**config.mk**
```make
export PLATFORM = sky130hd
export DESIGN_NAME = multicycle_controller_flat
export DESIGN_NICKNAME = d
export VERILOG_FILES = /design/src/rtl/multicycle_controller_pkg.sv /design/src/rtl/multicycle_controller_if.sv /design/src/rtl/multicycle_controller_memory_wait_timer.sv /design/src/rtl/multicycle_controller.sv /design/src/flat_wrapper.sv
export SDC_FILE = /design/constraint.sdc
export NUM_CORES = 1
export LEC_CHECK = 0
export ABC_AREA = 0
export CAP_MARGIN = 20
export CORE_MARGIN = 2
export CORE_UTILIZATION = 45
export CTS_BUF_LIST = sky130_fd_sc_hd__clkbuf_8
export DETAILED_ROUTE_END_ITERATION = 6
export PLACE_DENSITY = 0.78
export RECOVER_POWER = 25
export SLEW_MARGIN = 20
export SYNTH_ARGS = -nofsm -noshare
export SYNTH_HDL_FRONTEND = slang
export SYNTH_SLANG_ARGS = --single-unit
```
**constraint.sdc**
```tcl
create_clock -name clock -period 2.06 [get_ports clock]
set_input_delay 0.412 -clock clock [delete_from_list [all_inputs] [get_ports clock]]
set_output_delay 0.412 -clock clock [all_outputs]
set_load 0.005 [all_outputs]
```
**src/rtl/multicycle_controller_pkg.sv**
```systemverilog
// Shared encodings for the multi-cycle RV32I controller and the main decoder:
// opcodes, FSM state codes, memory access codes, ALU_op and result_select codes.
package multicycle_controller_pkg;

    localparam logic [6:0] OP_LOAD   = 7'b0000011;
    localparam logic [6:0] OP_STORE  = 7'b0100011;
    localparam logic [6:0] OP_REG    = 7'b0110011;
    localparam logic [6:0] OP_IMM    = 7'b0010011;
    localparam logic [6:0] OP_BRANCH = 7'b1100011;
    localparam logic [6:0] OP_JAL    = 7'b1101111;
    localparam logic [6:0] OP_JALR   = 7'b1100111;
    localparam logic [6:0] OP_LUI    = 7'b0110111;
    localparam logic [6:0] OP_AUIPC  = 7'b0010111;

    // FSM state encoding, kept as plain constants so legacy tools can share it
    localparam logic [3:0] S_FETCH     = 4'd0;
    localparam logic [3:0] S_DECODE    = 4'd1;
    localparam logic [3:0] S_ADDRESS   = 4'd2;
    localparam logic [3:0] S_MEMORY    = 4'd3;
    localparam logic [3:0] S_EXECUTE   = 4'd4;
    localparam logic [3:0] S_WRITEBACK = 4'd5;
    localparam logic [3:0] S_BRANCH    = 4'd6;
    localparam logic [3:0] S_JUMP      = 4'd7;
    localparam logic [3:0] S_FAULT     = 4'd8;

    // memory_control: {unsigned, half, byte, write}
    localparam int         MEM_CTRL_W = 4;
    localparam logic [3:0] MC_LW  = 4'b0000;
    localparam logic [3:0] MC_SW  = 4'b0001;
    localparam logic [3:0] MC_LB  = 4'b0010;
    localparam logic [3:0] MC_SB  = 4'b0011;
    localparam logic [3:0] MC_LH  = 4'b0100;
    localparam logic [3:0] MC_SH  = 4'b0101;
    localparam logic [3:0] MC_LBU = 4'b1010;
    localparam logic [3:0] MC_LHU = 4'b1100;

    localparam logic [1:0] ALU_OP_ADD    = 2'b00;
    localparam logic [1:0] ALU_OP_BRANCH = 2'b01;
    localparam logic [1:0] ALU_OP_FUNCT  = 2'b10;

    localparam logic [2:0] RS_ALU    = 3'b000;
    localparam logic [2:0] RS_MEMORY = 3'b001;
    localparam logic [2:0] RS_PC4    = 3'b010;
    localparam logic [2:0] RS_IMM    = 3'b011;
    localparam logic [2:0] RS_PC_IMM = 3'b100;

    // Width/sign variants that exist in RV32I for loads and stores
    function automatic logic access_legal(input logic is_store, input logic [2:0] funct3);
        if (is_store)
            return (funct3 <= 3'b010);
        return (funct3 != 3'b011) && (funct3 != 3'b110) && (funct3 != 3'b111);
    endfunction

    function automatic logic [3:0] mem_control(input logic is_store, input logic [2:0] funct3);
        logic [3:0] code;
        code = MC_LW;
        unique case ({is_store, funct3})
            4'b0_000: code = MC_LB;
            4'b0_001: code = MC_LH;
            4'b0_010: code = MC_LW;
            4'b0_100: code = MC_LBU;
            4'b0_101: code = MC_LHU;
            4'b1_000: code = MC_SB;
            4'b1_001: code = MC_SH;
            4'b1_010: code = MC_SW;
            default:  code = MC_LW;
        endcase
        return code;
    endfunction

endpackage

```
**src/rtl/multicycle_controller_if.sv**
```systemverilog
// Memory request/ready handshake between the controller and the shared memory.
interface multicycle_controller_if;
    import multicycle_controller_pkg::*;

    logic                  memory_request;
    logic                  memory_write;
    logic [MEM_CTRL_W-1:0] memory_control;
    logic                  address_select;
    logic                  memory_ready;

    modport master (
        output memory_request, memory_write, memory_control, address_select,
        input  memory_ready
    );

    modport slave (
        input  memory_request, memory_write, memory_control, address_select,
        output memory_ready
    );
endinterface

```
**src/rtl/multicycle_controller_memory_wait_timer.sv**
```systemverilog
// Counts consecutive stalled memory cycles and flags when the limit is hit.
// A ready in the limit cycle suppresses expired, so completion wins.
module memory_wait_timer #(
    parameter int MEMORY_TIMEOUT = 16
) (
    input  logic clock,
    input  logic reset,
    input  logic waiting,
    input  logic ready,
    output logic expired
);
    localparam int CW        = (MEMORY_TIMEOUT > 2) ? $clog2(MEMORY_TIMEOUT) : 1;
    localparam int LIMIT_INT = (MEMORY_TIMEOUT > 0) ? MEMORY_TIMEOUT - 1 : 0;
    localparam logic [CW-1:0] LIMIT = CW'(LIMIT_INT);

    logic [CW-1:0] r_count;
    logic          w_stall;

    // The FSM never moves directly between two waiting states without a
    // ready, so clearing on "not stalled" also covers every state change.
    assign w_stall = waiting && !ready;
    assign expired = (MEMORY_TIMEOUT > 0) && w_stall && (r_count == LIMIT);

    // Stall counter: cleared by reset, ready or leaving a waiting state
    always_ff @(posedge clock) begin
        // NOTE: sequential state uses non-blocking (<=) so every flop samples pre-edge values.
        if (reset || !w_stall)
            r_count <= '0;
        else if (r_count != LIMIT)
            r_count <= r_count + CW'(1);
    end
endmodule

```
**src/rtl/multicycle_controller.sv**
```systemverilog
// Multi-cycle RV32I sequencing FSM: fetch/decode/execute/memory/writeback,
// memory handshake with timeout, sticky fault and retired-instruction counter.
module multicycle_controller
    import multicycle_controller_pkg::*;
#(
    parameter int MEMORY_TIMEOUT = 16,
    parameter int RETIRED_WIDTH  = 32
) (
    input  logic                     clock,
    input  logic                     reset,
    input  logic [6:0]               opcode,
    input  logic [2:0]               funct3,
    multicycle_controller_if.master  mem,
    output logic                     ir_write,
    output logic                     pc_write,
    output logic                     reg_write,
    output logic                     ALU_select,
    output logic [1:0]               ALU_op,
    output logic [2:0]               result_select,
    output logic                     branch,
    output logic                     jump,
    output logic                     fault,
    output logic [RETIRED_WIDTH-1:0] retired
);
    logic [3:0]               r_state;
    logic [3:0]               w_next_state;
    logic                     w_retire;
    logic                     w_waiting;
    logic                     w_expired;
    logic                     w_is_store;
    logic [RETIRED_WIDTH-1:0] r_retired;
    logic                     w_mem_request;
    logic                     w_mem_write;
    logic [MEM_CTRL_W-1:0]    w_mem_control;
    logic                     w_address_select;

    assign w_is_store = (opcode == OP_STORE);
    assign w_waiting  = (r_state == S_FETCH) || (r_state == S_MEMORY);

    memory_wait_timer #(.MEMORY_TIMEOUT(MEMORY_TIMEOUT)) u_timer (
        .clock   (clock),
        .reset   (reset),
        .waiting (w_waiting),
        .ready   (mem.memory_ready),
        .expired (w_expired)
    );

    // Next-state and retire decision
    always_comb begin
        // NOTE: defaults first so every path assigns every signal and no latch is inferred.
        w_next_state = r_state;
        w_retire     = 1'b0;
        unique case (r_state)
            S_FETCH: begin
                if (mem.memory_ready)  w_next_state = S_DECODE;
                else if (w_expired)    w_next_state = S_FAULT;
            end
            S_DECODE: begin
                unique case (opcode)
                    OP_LOAD, OP_STORE:
                        w_next_state = access_legal(w_is_store, funct3) ? S_ADDRESS : S_FAULT;
                    OP_REG, OP_IMM:     w_next_state = S_EXECUTE;
                    OP_BRANCH:          w_next_state = S_BRANCH;
                    OP_JAL, OP_JALR:    w_next_state = S_JUMP;
                    OP_LUI, OP_AUIPC:   w_next_state = S_WRITEBACK;
                    default:            w_next_state = S_FAULT;
                endcase
            end
            S_ADDRESS: w_next_state = S_MEMORY;
            S_MEMORY: begin
                if (mem.memory_ready) begin
                    w_next_state = w_is_store ? S_FETCH : S_WRITEBACK;
                    w_retire     = w_is_store;
                end else if (w_expired) begin
                    w_next_state = S_FAULT;
                end
            end
            S_EXECUTE: w_next_state = S_WRITEBACK;
            S_WRITEBACK, S_BRANCH, S_JUMP: begin
                w_next_state = S_FETCH;
                w_retire     = 1'b1;
            end
            default: w_next_state = S_FAULT;
        endcase
    end

    // State register and retired counter; reset abandons any pending request
    always_ff @(posedge clock) begin
        if (reset) begin
            r_state   <= S_FETCH;
            r_retired <= '0;
        end else begin
            r_state <= w_next_state;
            if (w_retire)
                r_retired <= r_retired + RETIRED_WIDTH'(1);
        end
    end

    // Control outputs from state/opcode/funct3, all forced low during reset
    always_comb begin
        w_mem_request    = 1'b0;
        w_mem_write      = 1'b0;
        w_mem_control    = MC_LW;
        w_address_select = 1'b0;
        ir_write         = 1'b0;
        pc_write         = 1'b0;
        reg_write        = 1'b0;
        ALU_select       = 1'b0;
        ALU_op           = ALU_OP_ADD;
        result_select    = RS_ALU;
        branch           = 1'b0;
        jump             = 1'b0;
        fault            = 1'b0;
        if (!reset) begin
            unique case (r_state)
                S_FETCH: begin
                    w_mem_request = 1'b1;
                    ir_write      = mem.memory_ready;
                    pc_write      = mem.memory_ready;
                end
                S_ADDRESS: ALU_select = 1'b1;
                S_MEMORY: begin
                    w_mem_request    = 1'b1;
                    w_address_select = 1'b1;
                    w_mem_write      = w_is_store;
                    w_mem_control    = mem_control(w_is_store, funct3);
                end
                S_EXECUTE: begin
                    ALU_select = (opcode == OP_IMM);
                    ALU_op     = ALU_OP_FUNCT;
                end
                S_WRITEBACK: begin
                    reg_write = 1'b1;
                    unique case (opcode)
                        OP_LOAD:  result_select = RS_MEMORY;
                        OP_LUI:   result_select = RS_IMM;
                        OP_AUIPC: result_select = RS_PC_IMM;
                        default:  result_select = RS_ALU;
                    endcase
                end
                S_BRANCH: begin
                    ALU_op = ALU_OP_BRANCH;
                    branch = 1'b1;
                end
                S_JUMP: begin
                    jump          = 1'b1;
                    pc_write      = 1'b1;
                    reg_write     = 1'b1;
                    result_select = RS_PC4;
                    ALU_select    = (opcode == OP_JALR);
                end
                S_FAULT: fault = 1'b1;
                default: ;
            endcase
        end
    end

    assign mem.memory_request = w_mem_request;
    assign mem.memory_write   = w_mem_write;
    assign mem.memory_control = w_mem_control;
    assign mem.address_select = w_address_select;
    assign retired            = r_retired;
endmodule
```
**src/flat_wrapper.sv**
```systemverilog
// flat-port wrapper written by rule: the top's interface ports become plain ports
module multicycle_controller_flat import multicycle_controller_pkg::*;
#(
    parameter int MEMORY_TIMEOUT = 16,
    parameter int RETIRED_WIDTH  = 32
)
  (clock, reset, opcode, funct3, ir_write, pc_write, reg_write, ALU_select, ALU_op, result_select, branch, jump, fault, retired, mem_memory_request, mem_memory_write, mem_memory_control, mem_address_select, mem_memory_ready);
  multicycle_controller_if mem_i ();
  input  logic clock;
  input  logic reset;
  input  logic [6:0] opcode;
  input  logic [2:0] funct3;
  output logic ir_write;
  output logic pc_write;
  output logic reg_write;
  output logic ALU_select;
  output logic [1:0] ALU_op;
  output logic [2:0] result_select;
  output logic branch;
  output logic jump;
  output logic fault;
  output logic [RETIRED_WIDTH-1:0] retired;
  output wire logic [$bits(mem_i.memory_request)-1:0] mem_memory_request;
  output wire logic [$bits(mem_i.memory_write)-1:0] mem_memory_write;
  output wire logic [$bits(mem_i.memory_control)-1:0] mem_memory_control;
  output wire logic [$bits(mem_i.address_select)-1:0] mem_address_select;
  input wire logic [$bits(mem_i.memory_ready)-1:0] mem_memory_ready;
  assign mem_memory_request = mem_i.memory_request;
  assign mem_memory_write = mem_i.memory_write;
  assign mem_memory_control = mem_i.memory_control;
  assign mem_address_select = mem_i.address_select;
  assign mem_i.memory_ready = mem_memory_ready;
  multicycle_controller #(.MEMORY_TIMEOUT(MEMORY_TIMEOUT), .RETIRED_WIDTH(RETIRED_WIDTH)) u_core (.clock(clock), .reset(reset), .opcode(opcode), .funct3(funct3), .mem(mem_i), .ir_write(ir_write), .pc_write(pc_write), .reg_write(reg_write), .ALU_select(ALU_select), .ALU_op(ALU_op), .result_select(result_select), .branch(branch), .jump(jump), .fault(fault), .retired(retired));
endmodule
```
== Word-level counts from Yosys, hierarchy flattened ==
Memories as Yosys holds them, arrays and structs flattened.
Index checks and enable logic that the tools add are counted.
Storage, ports and cells
  input bits: 13
  word-level logic and storage cells: 88
  ROM bits: 64
  memories kept: 1
  bits in registers: 40
  output and inout port bits: 51
Memory list
  (name not given): words 16, width 4, rd ports 1, clocked after Yosys merged registers in 0, write ports 0, line multicycle_controller_pkg.sv:57  | unique case ({is_store, funct3})
Cells by class
  reduce and logical (&&, ||, !) cells: 16
  equal/unequal tests: 22
  muxes and demuxes: 43
  magnitude comparators: 1
  add/sub/neg operators: 2
Operator list (count)
  adder 32 x 1 -> 32 bit, second input constant: 1
  2-to-1 mux 1 bit: 26
  2-to-1 mux 4 bit: 6
  one-hot mux 4 bit (6 select lines): 1
  equality test 7 x 6 -> 1 bit, second input constant: 3
  equality test 7 bit, second input constant: 3
  one-hot mux 4 bit (5 select lines): 1
  equality test 4 x 3 -> 1 bit, second input constant: 4
  equality test 7 x 5 -> 1 bit, second input constant: 2
  OR reduction 2 bit: 6
  one-hot mux 3 bit (3 select lines): 1
  equality test 4 x 2 -> 1 bit, second input constant: 2
  equality test 4 bit, second input constant: 2
  equality test 7 x 2 -> 1 bit, second input constant: 1
  2-to-1 mux 3 bit: 2
  != test 3 bit, second input constant: 2
  one-hot mux 3 bit (2 select lines): 1
  adder 4 x 1 -> 4 bit, second input constant: 1
  equality test 4 x 1 -> 1 bit, second input constant: 1
  logical AND 1 bit: 4
  zero test 4 bit: 1
  != test 4 bit, second input constant: 1
  one-hot mux 1 bit (2 select lines): 2
  one-hot mux 2 bit (2 select lines): 1
  other kinds (7): 9

== Longest topological paths before layout ==
Gate-level depths: netlist (run 1).
  word-level depth: 10
  gate-level depth with buffers: 8
  mapped depth without buffers: 6

== By module ==
Synthesis (run 1) repeated with hierarchy kept, for this count alone.
Second synthesis, totals
  cells, all modules: 311
  area total of the unflattened synthesis: 2479.9 sq um
Modules (own cells, without submodules)
  multicycle_controller: area an instance 2255.9 sq um, instances 1, sequential area each 720.7 sq um, cells an instance 291
  memory_wait_timer: area an instance 224.0 sq um, instances 1, sequential area each 80.1 sq um, cells an instance 20

== Worst setup path after synthesis (run 1) ==
No wires, ideal clock.
  path kind: register to register
  start point: reg u_core.r_retired[6] (netlist: u_core.retired[6])
  end point: reg u_core.r_retired[26] (netlist: u_core.retired[26])
  arrival time: 1.909 ns
  path buffers: 0
  data required time: 1.990 ns
  slack: 0.080 ns
  cell stages (with the launch flop): 6
  clock period less this slack: 1.980 ns
  library setup time: 0.070 ns
  path through: dfxtp_1 > nand4_2 > or4_4 > or3_1 > or3_1 > a21oi_1
Between the ends
  word-level cells in the longest chain between the ends: 1
Ends and longest elaborated chain
  start, declared: line multicycle_controller.sv:31  | logic [RETIRED_WIDTH-1:0] r_retired;
  start signal, assigned: line multicycle_controller.sv:95  | r_retired <= r_retired + RETIRED_WIDTH'(1);
  adder 32 x 1 -> 32 bit: line multicycle_controller.sv:95
Every way passes these cells.
A chain may end at the register's enable or synchronous reset.

== Worst setup path in the final report (run 1) ==
  start point: in opcode[6]
  end point: reg u_core.r_retired[20] (netlist: u_core.retired[20])
Between the ends
  word-level cells in the longest chain between the ends: 3
Ends and longest elaborated chain
  start, declared: line flat_wrapper.sv:11  | input logic [6:0] opcode;
  equality test 7 x 6 -> 1 bit: line multicycle_controller.sv:37  | assign w_is_store = (opcode == OP_STORE);
  2-to-1 mux 1 bit: line multicycle_controller.sv:71  | if (mem.memory_ready) begin
  one-hot mux 1 bit (2 select lines): line multicycle_controller.sv:53  | unique case (r_state)
Every way passes these cells.

==> impl_metrics.tcl, run 1 <==
set metrics [dict create \
    outcome "finished, violations left" \
    violations "setup timing" \
    cts_buffers 5 \
    synth_seq_cells 40 \
    routedWlPerCell_um 17.2 \
    wirelength_um 8870 \
    synth_edf_count 0 \
    holdBufCountCts 0 \
    grt_max_degree 21 \
    reg2reg_depth 8 \
    fin_crit_sh_pct 103 \
    htreeDepth 2 \
    cpLargestDelayFamily "buffers and inverters" \
    fp.dieW_um 77.4 \
    vias 3066 \
    maxCapViolCount 0 \
    place_area_um2 3610 \
    num_antenna_cells 0 \
    critPathCaptureType "register" \
    power_mw 1.55 \
    timing.final.ws_setup_ps -68.1 \
    globalRouteTotalUtil_pct 27.4 \
    cts_tree "built" \
    p_leak_nw 1.51 \
    rrSetupSlack_ps -20 \
    synthFlopType "dfxtp_1" \
    rsz0062_at_grt "true" \
    relSlewSlack_pct 65.3 \
    hpwl_um 5710 \
    final_nets 460 \
    max_stage_delay_ps 410 \
    path_buf_inv 5 \
    cts_num_sinks 40 \
    drt_iter0_drc 281 \
    dieArea_um2 5990 \
    max-vdd-ir-drop_mv 0.323 \
    ys_warn_count 0 \
    pwr-share-clk_pct 34.0 \
    cp_max_fo 8 \
    reg2reg_from "u_core.r_state[1]" \
    p_comb_share_pct 14.7 \
    gp_congestion 0.888 \
    insertion_delay_ps 310 \
    slew_violations 0 \
    drive_gt1_share_pct 31.0 \
    netlist_area_um2 2420 \
    cts-root-buf "clkbuf_8" \
    p_sw_uw 424 \
    io_pins 64 \
    coreArea_um2 5140 \
    cp_common_cell "buf_4" \
    min-delay-start "u_core.retired[31]" \
    syn_to_final_growth_pct 61.9 \
    route.detailed.drc 0 \
    start_util_pct 47.1 \
    grt_overflow 0 \
    required_ps 2260 \
    power_density_nw_per_um2 395 \
    chipHeight_um 77.4 \
    switching_share_pct 27.4 \
    path_class "primary input to register" \
    clock.fmax_ghz 0.470 \
    sequentialPowerShare_pct 51.3 \
    cts.clk_slew.worst_paths_ps 80 \
    clock_path_buffers 2 \
    synth_cell_types 54 \
    tightest_slew_ps 516 \
    vias_per_cell 5.95 \
    syn_area_per_cell_um2 7.79 \
    final_antenna_net_count 0 \
    grt_pass1_wl_um 13400 \
    fin_skew_ps 3.60 \
    antenna_found_initial 0 \
    first_pass_iters 5 \
    hold_path_end "u_core.retired[31]" \
    hold_class "register to register" \
    path_cells "buf_6, buf_4, nor4b_4, buf_4, nand4_1, buf_4, buf_4, a2111oi_2, xnor2_1, nor2_1" \
    async_reset_ff_share_pct 0 \
    ys_seq_area_share_pct 33.1 \
    finalHoldViolCount 0 \
    grt_pass1_vias 2785 \
    rows 26 \
    design_area_um2 3920 \
    slowest_stage "a2111oi_2" \
    startpoint_type "primary input" \
    r2r_end "u_core.retired[20]" \
    syn_inst 311 \
    p_int_mw 1.12 \
    syn_nets 326 \
    finalSetupTns_ps -181 \
    setup_violations 5 \
    worstPathArrival_ps 2330 \
    finalCriticalPeriod_ps 2130 \
    numPortBuffers 63 \
    min_path_cells 2 \
]
-- worst max-delay path by stage --
stage,startpoint,end,depth (start not counted)
4_1_cts,opcode[1],result_select[0],8
2_1_floorplan,u_core.retired[6],u_core.retired[26],5
3_5_place_dp,opcode[0],result_select[0],7
3_3_place_gp,opcode[0],result_select[0],7
6_report,opcode[6],u_core.retired[20],10
5_1_grt,opcode[6],u_core.retired[20],10
-- power groups by stage --
stage / Clock, mW / Sequential [mW] / Combinational, mW
floorplan: 0 / 0.806 / 0.0713
global placement: 0 / 0.807 / 0.186
detailed placement: 0 / 0.807 / 0.189
CTS: 0.522 / 0.791 / 0.202
global route: 0.563 / 0.794 / 0.240
finish: 0.527 / 0.794 / 0.227
-- synth_stat cells (3+ instances only) --
master,instances,area share [%]
inv_1,8,1.2
a211oi_1,5,1.5
o21ai_0,18,3.7
dfxtp_1,40,33
or3_1,10,2.6
xor2_1,7,2.5
and3_1,10,2.6
a2111oi_0,3,1.1
a2111oi_2,3,1.9
nor2_1,42,6.5
o211ai_1,4,1.2
a21oi_1,16,3.3
a31oi_1,5,1.3
nand2_1,22,3.4
nor3_1,9,1.9
o2111ai_1,3,1.1
nor2b_1,3,0.77
buf_2,4,0.83
nand2b_1,5,1.3
clkbuf_1,11,1.7
nand3_1,19,3.9
nor4_1,3,0.77
nand4_1,8,2.1
xnor2_1,15,5.4
nor3b_1,3,0.93
-- cell usage in the layout, fill, tap and decap left out, types with 3 or more instances in the layout --
master | Yosys | layout
a2111oi_2 | 3 | 4
a211oi_1 | 5 | 4
a21oi_1 | 16 | 15
a31oi_1 | 5 | 4
and3_1 | 10 | 8
buf_2 | 4 | 6
buf_4 | 1 | 75
buf_6 | 0 | 7
clkbuf_8 | 0 | 5
clkdlybuf4s15_1 | 0 | 4
clkdlybuf4s50_1 | 0 | 36
dfxtp_1 | 40 | 37
dlygate4sd2_1 | 0 | 13
inv_1 | 8 | 8
nand2_1 | 22 | 20
nand2b_1 | 5 | 4
nand3_1 | 19 | 18
nand4_1 | 8 | 8
nor2_1 | 42 | 37
nor2_2 | 0 | 3
nor3_1 | 9 | 7
nor4_1 | 3 | 3
o2111ai_1 | 3 | 3
o211ai_1 | 4 | 4
o21ai_0 | 18 | 17
or3_1 | 10 | 10
xnor2_1 | 15 | 15
xor2_1 | 7 | 7
-- timing repair --
action                                  CTS  global route
gates resized for setup                  84            31
setup buffers                             7             2
endpoints found under the setup margin   40            16
endpoints found under the hold margin     0             0
pin swaps                                13             7
-- logic make-up after synthesis --
logic type | synth area share [%]
multiplexers | 0.413
adder cells (fa/ha/maj) | 1.03
XOR/XNOR | 7.95
flip-flops | 33.1
AO/OA/AOI/OAI | 18.4
buffers and inverters | 4.08
AND/OR/NAND/NOR | 35.0
-- tightest hold or removal path, cell delays in order (launching register included) --
cell	delay, ps
dfxtp_1	320
o21ai_0	70
a21oi_1	60
-- through the flow --
| step | instances | utilization [%] | hold WS, ps | setup slack (ps) |
|---|---|---|---|---|
| floorplan | 311 | - | 474 | 80.2 |
| global route | 515 | 76.3 | 523 | -152 |
| global placement | 500 | 70.3 | 476 | -710 |
| detailed placement | 500 | 70.3 | 495 | -844 |
| CTS | 513 | 74.4 | 506 | 10.1 |
| finish | 515 | 76.3 | 498 | -68.1 |
-- registers in the layout, summed over array words and instances (netlist names) --
name / cells
u_core.u_timer.r_count: 4
u_core.r_state: 4
u_core.retired: 32
-- routing by layer --
| layer | vias up | global-route usage (%) | share of wire (%) |
|---|---|---|---|
| li1 | 1403 | - | - |
| met1 | 1475 | 34.3 | 41 |
| met2 | 151 | 47.2 | 49 |
| met3 | 37 | 5.81 | 6.7 |
| met4 | 0 | 8.75 | 3.1 |
| met5 | - | 0 | 0 |
-- final cells by class --
| type | instances | area [um2] |
|---|---|---|
| clock buffer | 5 | 68.8 |
| clock inverter | 2 | 12.5 |
| inverter | 8 | 30.0 |
| timing repair buffer | 143 | 1210 |
| multi-input combinational | 247 | 1710 |
| sequential | 40 | 807 |
| tap | 70 | 87.6 |
| fill | 372 | 1220 |
Power figures use the tool's default switching activity.
==> run 2, diff against run 1 <==
- PLACE_DENSITY: 0.78 -> not set
- PLACE_DENSITY_LB_ADDON: not set -> 0.08
- SLEW_MARGIN: 20 -> not set
==> impl_metrics.tcl, run 2 (synthesis results as in run 1) <==
set metrics [dict create \
    rsz0062_at_grt "true" \
    rows 26 \
    outcome "finished, violations left" \
    grt_overflow 0 \
    cts_tree "built" \
    finalCriticalPeriod_ps 2110 \
    numPortBuffers 63 \
    min_path_cells 2 \
    fin_crit_sh_pct 102 \
    setup_violations 3 \
    gp_congestion 0.897 \
    route.detailed.drc 0 \
    fillers 387 \
    grt_max_degree 26 \
    cts.clk_slew.worst_paths_ps 80 \
    io_pins 64 \
    routedWlPerCell_um 16.0 \
    final_antenna_net_count 0 \
    reg2reg_from "u_core.retired[18]" \
    chipHeight_um 77.4 \
    wirelength_um 8440 \
    largest_register_ffs 32 \
    insertion_delay_ps 300 \
    cts-root-buf "clkbuf_8" \
    hold_class "register to register" \
    layout_common_cells "buf_4, nor2_1, clkdlybuf4s50_1" \
    dieArea_um2 5990 \
    antenna_found_initial 0 \
    p_leak_nw 1.60 \
    globalRouteTotalUtil_pct 28.5 \
    reg2reg_depth 5 \
    power_density_nw_per_um2 420 \
    coreArea_um2 5140 \
    cts_buffers 5 \
    relSlewSlack_pct 57.3 \
    multi_input_area_um2 1720 \
    slew_violations 0 \
    max-vdd-ir-drop_mv 0.383 \
    drt_iter0_drc 233 \
    grt_pass1_wl_um 13900 \
    min-delay-start "u_core.retired[31]" \
    timing.final.ws_setup_ps -50.7 \
    maxCapViolCount 0 \
    cts_num_sinks 40 \
    pre_cts_ws_ps -750 \
    first_pass_iters 4 \
    vias_per_cell 5.73 \
    place_area_um2 3590 \
    startpoint_type "primary input" \
    fp.dieW_um 77.4 \
    start_util_pct 47.1 \
    worstPathArrival_ps 1700 \
    finalHoldViolCount 0 \
    cp_max_fo 3 \
    layout_commonest_cell "buf_4" \
    hold_path_end "u_core.retired[31]" \
    seq_area_um2 817 \
    r2r_end "u_core.retired[26]" \
    path_class "primary input to output pin" \
    clock_path_buffers 2 \
    final_nets 470 \
    tightest_slew_ps 638 \
    final_core_util_pct 78.7 \
    hpwl_um 5660 \
    critPathCaptureType "output pin" \
    fin_skew_ps 7.04 \
    rrSetupSlack_ps 80 \
    grt_pass1_vias 2869 \
    syn_to_final_growth_pct 67.1 \
    violations "setup timing" \
    required_ps 1650 \
    clock.fmax_ghz 0.474 \
    design_area_um2 4050 \
    vias 3013 \
    drive_gt1_share_pct 35.1 \
    num_antenna_cells 0 \
    htreeDepth 2 \
]
-- run 2: changes by cell type in the layout (fill, tap and decap cells not counted), sizes merged --
cell           delta
buf               +9
clkbuf            +7
clkdlybuf4s15     -4
clkinvlp          -1
clkdlybuf4s50     -1
dlygate4sd3       +1
dlymetal6s2s      +1
dlygate4sd2       -2
bufinv            +1
-- run 2: how the worst max path moves through the flow --
stage | start | to | slack [ps]
after detailed placement | opcode[0] | result_select[0] | -750
after global placement | opcode[0] | result_select[0] | -710
after CTS | opcode[6] | result_select[0] | -90
final | opcode[6] | result_select[0] | -50
after floorplan | u_core.retired[6] | u_core.retired[26] | 80
after global routing | opcode[6] | result_select[0] | -110
-- run 2: power breakdown --
group / internal (mW) / switching [mW] / leakage (nW)
clock: 0.396 / 0.288 / 0.0614
combinational: 0.116 / 0.109 / 1.21
sequential: 0.778 / 0.0120 / 0.327
total: 1.29 / 0.409 / 1.60
-- run 2: area by class of cell --
class / count / area share, %
Clock buffer: 6 / 2.04
Clock inverter: 2 / 0.958
Inverter: 8 / 0.742
Multi-Input combinational cell: 247 / 42.6
Sequential cell: 40 / 20.2
Tap cell: 70 / 2.16
Timing Repair Buffer: 153 / 31.3
-- run 2: worst max-delay path, stage by stage --
cell and delay (ps):
buf_8 100, nor4bb_4 340, nand3_2 160, nor2_2 130
buf_4 130, a31oi_4 30, nor3_2 230, buf_2 160
-- run 2: layer usage --
layer / wire (um) / track usage, % / up-vias
met4: 282 / 13.4 / 0
met5: 0 / 0 / -
li1: - / - / 1430
met3: 509 / 5.35 / 30
met1: 3370 / 34.3 / 1434
met2: 4280 / 48.8 / 119
-- run 2: repair_timing --
| action | in CTS | in global routing |
|---|---|---|
| hold buffers | 0 | 0 |
| resized for setup | 96 | 38 |
| setup buffers | 20 | 5 |
| endpoints found under the setup margin | 48 | 16 |
| cloned | 0 | 0 |
| pin swaps | 14 | 10 |
-- run 2: metrics by stage --
stage               total power, mW  TNS (ps)  hold WS, ps  std cells
floorplan                     0.877         0          474        311
global placement              0.992    -22050          469        497
detailed placement            0.996    -23600          484        497
CTS                            1.70      -184          498        523
global route                   1.77      -361          518        526
finish                         1.70     -85.6          488        526
